`src/rtl/branch_predictor.sv`:
```
// Tagged direction/target predictor: one-cycle fetch lookup, decode-side training,
// bimodal or gshare indexing, and a sweep sequencer that clears the table after reset/clear.
module branch_predictor #(
  parameter int ENTRIES = 64,
  parameter int CNT_W   = 2,
  parameter int TAG_W   = 8,
  parameter int MODE    = 0,
  parameter int HIST_W  = 6
) (
  input  logic        clk,
  input  logic        resetn,
  input  logic        f_valid,
  input  logic [31:0] f_pc,
  input  logic        d_stall,
  input  logic        bp_clear,
  input  logic        upd_valid,
  input  logic [31:0] upd_pc,
  input  logic        upd_taken,
  input  logic [31:0] upd_target,
  output logic        pred_hit,
  output logic        pred_taken,
  output logic [31:0] pred_target,
  output logic        init_busy
);
  localparam int IDX_W = $clog2(ENTRIES);
  localparam logic [CNT_W-1:0] CNT_MAX  = {CNT_W{1'b1}};
  localparam logic [CNT_W-1:0] CNT_WEAK = CNT_W'(1 << (CNT_W - 1));
  localparam logic [IDX_W-1:0] PTR_LAST = IDX_W'(ENTRIES - 1);

  typedef enum logic {S_INIT, S_RUN} state_e;

  state_e            state_q, state_d;
  logic [IDX_W-1:0]  ptr_q, ptr_d;
  logic [HIST_W-1:0] ghr_q, ghr_d;
  logic              init_busy_q, init_busy_d;
  logic              pred_hit_q, pred_hit_d;
  logic              pred_taken_q, pred_taken_d;
  logic [31:0]       pred_target_q, pred_target_d;

  logic             valid_mem [ENTRIES];
  logic [TAG_W-1:0] tag_mem   [ENTRIES];
  logic [CNT_W-1:0] cnt_mem   [ENTRIES];
  logic [31:0]      tgt_mem   [ENTRIES];

  logic [IDX_W-1:0] ghr_idx, f_idx, u_idx, wr_idx;
  logic [TAG_W-1:0] f_tag, u_tag, wr_tag;
  logic [CNT_W-1:0] u_cnt, wr_cnt;
  logic [31:0]      wr_target;
  logic             f_hit, u_hit, upd_accept, wr_en, wr_valid;
  logic             unused_pc_bits;

  assign ghr_idx = (MODE == 1) ? IDX_W'(ghr_q) : '0;
  assign f_idx   = f_pc[IDX_W+1:2] ^ ghr_idx;
  assign u_idx   = upd_pc[IDX_W+1:2] ^ ghr_idx;
  assign f_tag   = f_pc[IDX_W+TAG_W+1:IDX_W+2];
  assign u_tag   = upd_pc[IDX_W+TAG_W+1:IDX_W+2];
  assign unused_pc_bits = ^{f_pc, upd_pc};

  assign upd_accept = (state_q == S_RUN) && !bp_clear && upd_valid;

  // Lookup reads the table combinationally before this edge's write lands,
  // which gives read-before-write on a same-index collision.
  always_comb begin
    f_hit         = valid_mem[f_idx] && (tag_mem[f_idx] == f_tag);
    pred_hit_d    = pred_hit_q;
    pred_taken_d  = pred_taken_q;
    pred_target_d = pred_target_q;
    if (state_q == S_INIT || bp_clear) begin
      pred_hit_d    = 1'b0;
      pred_taken_d  = 1'b0;
      pred_target_d = '0;
    end else if (!d_stall) begin
      pred_hit_d    = f_valid && f_hit;
      pred_taken_d  = f_valid && f_hit && cnt_mem[f_idx][CNT_W-1];
      pred_target_d = (f_valid && f_hit) ? tgt_mem[f_idx] : '0;
    end
  end

  always_comb begin
    u_hit     = valid_mem[u_idx] && (tag_mem[u_idx] == u_tag);
    u_cnt     = cnt_mem[u_idx];
    wr_en     = 1'b0;
    wr_idx    = u_idx;
    wr_valid  = 1'b1;
    wr_tag    = u_tag;
    wr_cnt    = CNT_WEAK;
    wr_target = upd_target;
    if (state_q == S_INIT) begin
      wr_en     = !bp_clear;
      wr_idx    = ptr_q;
      wr_valid  = 1'b0;
      wr_tag    = '0;
      wr_cnt    = '0;
      wr_target = '0;
    end else if (upd_accept) begin
      if (u_hit) begin
        wr_en     = 1'b1;
        wr_target = upd_taken ? upd_target : tgt_mem[u_idx];
        if (upd_taken) begin
          wr_cnt = (u_cnt == CNT_MAX) ? u_cnt : u_cnt + CNT_W'(1);
        end else begin
          wr_cnt = (u_cnt == '0) ? u_cnt : u_cnt - CNT_W'(1);
        end
      end else if (upd_taken) begin
        wr_en = 1'b1;
      end
    end
  end

  always_comb begin
    state_d = state_q;
    ptr_d   = ptr_q;
    ghr_d   = ghr_q;
    if (bp_clear) begin
      state_d = S_INIT;
      ptr_d   = '0;
      ghr_d   = '0;
    end else if (state_q == S_INIT) begin
      ptr_d = ptr_q + IDX_W'(1);
      if (ptr_q == PTR_LAST) state_d = S_RUN;
    end else if (upd_accept) begin
      ghr_d = HIST_W'({ghr_q, upd_taken});
    end
    init_busy_d = (state_d == S_INIT);
  end

  always_ff @(posedge clk or negedge resetn) begin
    if (!resetn) begin
      state_q       <= S_INIT;
      ptr_q         <= '0;
      ghr_q         <= '0;
      init_busy_q   <= 1'b1;
      pred_hit_q    <= 1'b0;
      pred_taken_q  <= 1'b0;
      pred_target_q <= '0;
    end else begin
      state_q       <= state_d;
      ptr_q         <= ptr_d;
      ghr_q         <= ghr_d;
      init_busy_q   <= init_busy_d;
      pred_hit_q    <= pred_hit_d;
      pred_taken_q  <= pred_taken_d;
      pred_target_q <= pred_target_d;
    end
  end

  // Table contents are not reset; the sweep clears them before any use.
  always_ff @(posedge clk) begin
    if (wr_en) begin
      valid_mem[wr_idx] <= wr_valid;
      tag_mem[wr_idx]   <= wr_tag;
      cnt_mem[wr_idx]   <= wr_cnt;
      tgt_mem[wr_idx]   <= wr_target;
    end
  end

  assign pred_hit    = pred_hit_q;
  assign pred_taken  = pred_taken_q;
  assign pred_target = pred_target_q;
  assign init_busy   = init_busy_q;
endmodule

```
`config.mk`:
```
export PLATFORM = sky130hd
export DESIGN_NAME = branch_predictor
export DESIGN_NICKNAME = d
export VERILOG_FILES = /design/src/rtl/branch_predictor.sv
export SDC_FILE = /design/constraint.sdc
export NUM_CORES = 2
export LEC_CHECK = 0
export ABC_CLOCK_PERIOD_IN_PS = 7930
export BUFFER_PORTS_ARGS = -buffer_cell sky130_fd_sc_hd__buf_4
export CAP_MARGIN = 20
export CORE_UTILIZATION = 60
export DETAILED_ROUTE_END_ITERATION = 12
export MAX_ROUTING_LAYER = met4
export PLACE_DENSITY = 0.76
export SLEW_MARGIN = 10
export SYNTH_ARGS = -nofsm -noshare
export SYNTH_HDL_FRONTEND = slang
export SYNTH_SLANG_ARGS = --single-unit
```
`constraint.sdc`:
```
create_clock -name clk -period 7.93 [get_ports clk]
set_input_delay 1.1895 -clock clk [delete_from_list [all_inputs] [get_ports clk]]
set_output_delay 1.1895 -clock clk [all_outputs]
set_load 0.02 [all_outputs]
```
==> flow_metrics.py <==
metrics = {
    "outcome": {
        "outcome": "finished, violations left",
        "violations": "DRC",
    },
    "detailed_routing": {
        "wl_per_cell_um": 44.84,
        "wl_mm": 401.6,
        "drtPass1Iterations": 12,
        "drt_iter0_markers": 13093,
        "drc_errors": 18,
        "routed-via-count": 72206,
        "viasPerCell": 8.062,
        "antenna_left": 0,
    },
    "timing": {
        "min_period_ns": 5.925,
        "rsz0062_at_grt": "false",
        "slew_violations": 0,
        "worst_pin_slew_ns": 1.200,
        "setup_viol_count_final": 0,
        "maxSlewHeadroom_pct": 19.89,
        "tns_ns": 0,
        "period_share_pct": 74.72,
        "skew_ns": 0.05574,
        "hold_viol_final": 0,
        "fmax_mhz": 168.8,
    },
    "cts": {
        "cts_resized": 0,
        "clock_sinks": 2794,
        "h-tree-depth": 5,
        "worst_skew_pair.late_latency_ns": 0.95,
        "postCtsSetupBuffers": 0,
        "cts_tree": "built",
        "path_clk_slew_ns": 0.06,
        "clock-root-buffer": "clkbuf_16",
        "numCtsBuffers": 301,
        "clk_path_buf_depth": 4,
        "holdBufCountCts": 0,
    },
    "power": {
        "p_leak_nw": 47.54,
        "powerDensity_mw_per_mm2": 219.8,
        "vdd_drop_max_v": 0.0002467,
        "power_mw": 31.73,
    },
    "setup_path": {
        "arrival_ns": 6.47,
        "crit_path_end_kind": "flip-flop",
        "timing_worst_setup_path_type": "in -> reg",
        "cp.required_ns": 8.48,
        "crit_family": "buffers and inverters",
        "cp_slowest_stage_delay_ns": 0.85,
        "start_kind": "input port",
        "path_buf_inv": 4,
        "crit_chain": "buf_8 > buf_4 > nor3b_1 > a221oi_1 > a32oi_1 > a2111oi_0 > a2111oi_0 > and3_1 > a31oi_4 > buf_4 > nor3_2 > buf_12",
        "crit_fanout": 40,
        "cpMaxStageDelayCell": "buf_4",
    },
    "yosys": {
        "syn_area_mm2": 0.1285,
        "synth.mux.area_fraction_pct": 30.76,
        "syn-num-nets": 5793,
        "yosysTopAreaCellShare_pct": 64.32,
        "ys_seq_area_share_pct": 65.14,
        "synth_top_family_by_area": "multiplexers",
        "synth_compound_area_share_pct": 1.115,
        "syn_area_per_cell_um2": 22.58,
        "synth_xor_area_share_pct": 0.1432,
        "async_flop_share_pct": 1.503,
        "ys_seq_elements": 2794,
        "ys.flop_type": "edfxtp_1",
        "yosys.area_share.simple_pct": 1.281,
        "synthDistinctLibCells": 63,
        "synthCells": 5689,
        "synth_top_cell_by_area": "edfxtp_1",
        "synth.area.top_cells": "edfxtp_1, mux4_2, mux2i_1",
        "yosys.area_share.adder_pct": 0.009738,
        "synth_warnings": 0,
        "synth_edf_count": 2752,
    },
    "final_layout": {
        "layout-drive-gt1-share_pct": 42.03,
        "layout_common_cells": "edfxtp_1, mux4_2, clkbuf_16",
        "area_growth_pct": 12.35,
        "layout_commonest_cell": "edfxtp_1",
        "multiInputGateArea_mm2": 0.04361,
        "nNetsFinal": 6028,
        "n_fill_cell": 12690,
        "seq_area_mm2": 0.08370,
    },
    "die": {
        "dieArea_mm2": 0.2160,
        "rows": 169,
        "core-area_mm2": 0.2125,
        "die_y_um": 464.8,
        "dieWidth_um": 464.8,
        "initial_utilization_pct": 60.46,
        "num_io_pins": 138,
    },
    "grt": {
        "grtUsageTotal_pct": 38.88,
        "grt_pass1_vias": 72305,
        "grt_max_degree": 152,
        "overflow": 0,
        "antenna_found_initial": 1,
        "grt_pass1_wl_mm": 557.6,
    },
    "worst_hold_path": {
        "hold_class": "in -> async",
    },
    "placement": {
        "port_buffers": 101,
        "place_hpwl_mm": 210.2,
        "gp_congestion": 0.9079,
    },
    "job": {
        "maxCapViolCount": 0,
    },
}
-- final timing paths --
kind | from | to | slack (ns) | depth (start not counted)
worst min register to register | pred_hit | pred_hit | 0.50 | 1
max in group asynchronous | resetn | state_q | 6.59 | 1
worst max-delay path | upd_pc[5] | cnt_mem[22][1] | 2.00 | 12
min in group clk | pred_hit | pred_hit | 0.50 | 1
worst min-delay path | resetn | pred_target[7] | 0.44 | 1
worst max register to register | tag_mem[32][2] | cnt_mem[22][1] | 2.86 | 11
-- final cells by class --
type	instances	area share (%)
antenna	4	0.006934
clock buffer	369	5.561
clock inverter	141	0.8607
inverter	7	0.02167
multi-input combinational	2440	30.21
sequential	2794	57.98
tap	2821	2.445
timing repair buffer	380	2.911
-- synthesized netlist by cell type (all sizes together), types with 3 or more instances --
master,count
a2111oi,4
dfrtp,41
nor4,5
o221ai,4
a22oi,38
nand4,9
buf,246
inv,7
mux4,1652
a22o,36
edfxtp,2752
and3,6
a31oi,7
o2bb2ai,4
a221oi,6
a21o,4
or2,3
or3,4
a32oi,3
o22ai,14
nand3,30
o31ai,3
nor2b,19
nand2,125
mux2i,193
nand2b,13
xor2,14
nor2,49
xnor2,7
o211ai,3
nor3,55
o21ai,18
a211oi,15
and2,12
mux2,34
clkbuf,202
a21oi,27
-- sequential cells by signal, summed over array words and instances (netlist names) --
register / flops
tgt_mem: 2048
tag_mem: 512
cnt_mem: 128
valid_mem: 64
pred_target: 32
ptr_q: 6
init_busy: 1
pred_hit: 1
pred_taken: 1
state_q: 1
-- worst register-to-register path: cells and delay by family (launching register included) --
family	cells	cell delay (ns)
buffers and inverters	2	0.78
flip-flops	1	0.40
multiplexers	2	0.68
AND/OR/NAND/NOR	4	1.48
AO/OA/AOI/OAI	3	1.18
-- layer usage --
layer,part of all wire [%],up-vias,global-route usage (%)
met1,33,38277,51.35
met5,0,-,-
met2,46,6720,56.34
met4,5.9,0,18.36
met3,15,1257,11.44
li1,-,25952,-
-- per-stage QoR --
stage / utilization, % / cell area [um2] / instances / setup slack, ns / hold WS (ns)
4_1_cts: 67.90 / 144300 / 8949 / 2.127 / 0.4235
6_report: 67.93 / 144400 / 8956 / 2.005 / 0.4379
3_3_place_gp: 63.54 / 135000 / 8439 / 1.297 / 0.4616
3_5_place_dp: 63.54 / 135000 / 8439 / 1.186 / 0.4901
5_1_grt: 67.92 / 144300 / 8953 / 1.778 / 0.4506
2_1_floorplan: - / 128500 / 5689 / 0.7586 / 0.5239
-- power breakdown --
| group | switching (mW) | internal, mW |
|---|---|---|
| sequential | 0.0219 | 16.0 |
| clock | 5.72 | 7.84 |
| combinational | 1.11 | 1.02 |
-- kinds of logic after synthesis --
logic type               count (synthesis)
flip-flops                            2794
multiplexers                          1879
buffers and inverters                  455
AND/OR/NAND/NOR                        341
AO/OA/AOI/OAI                          198
XOR/XNOR                                21
adder cells (fa/ha/maj)                  1
Note: power is estimated with default switching activity, not from simulation.
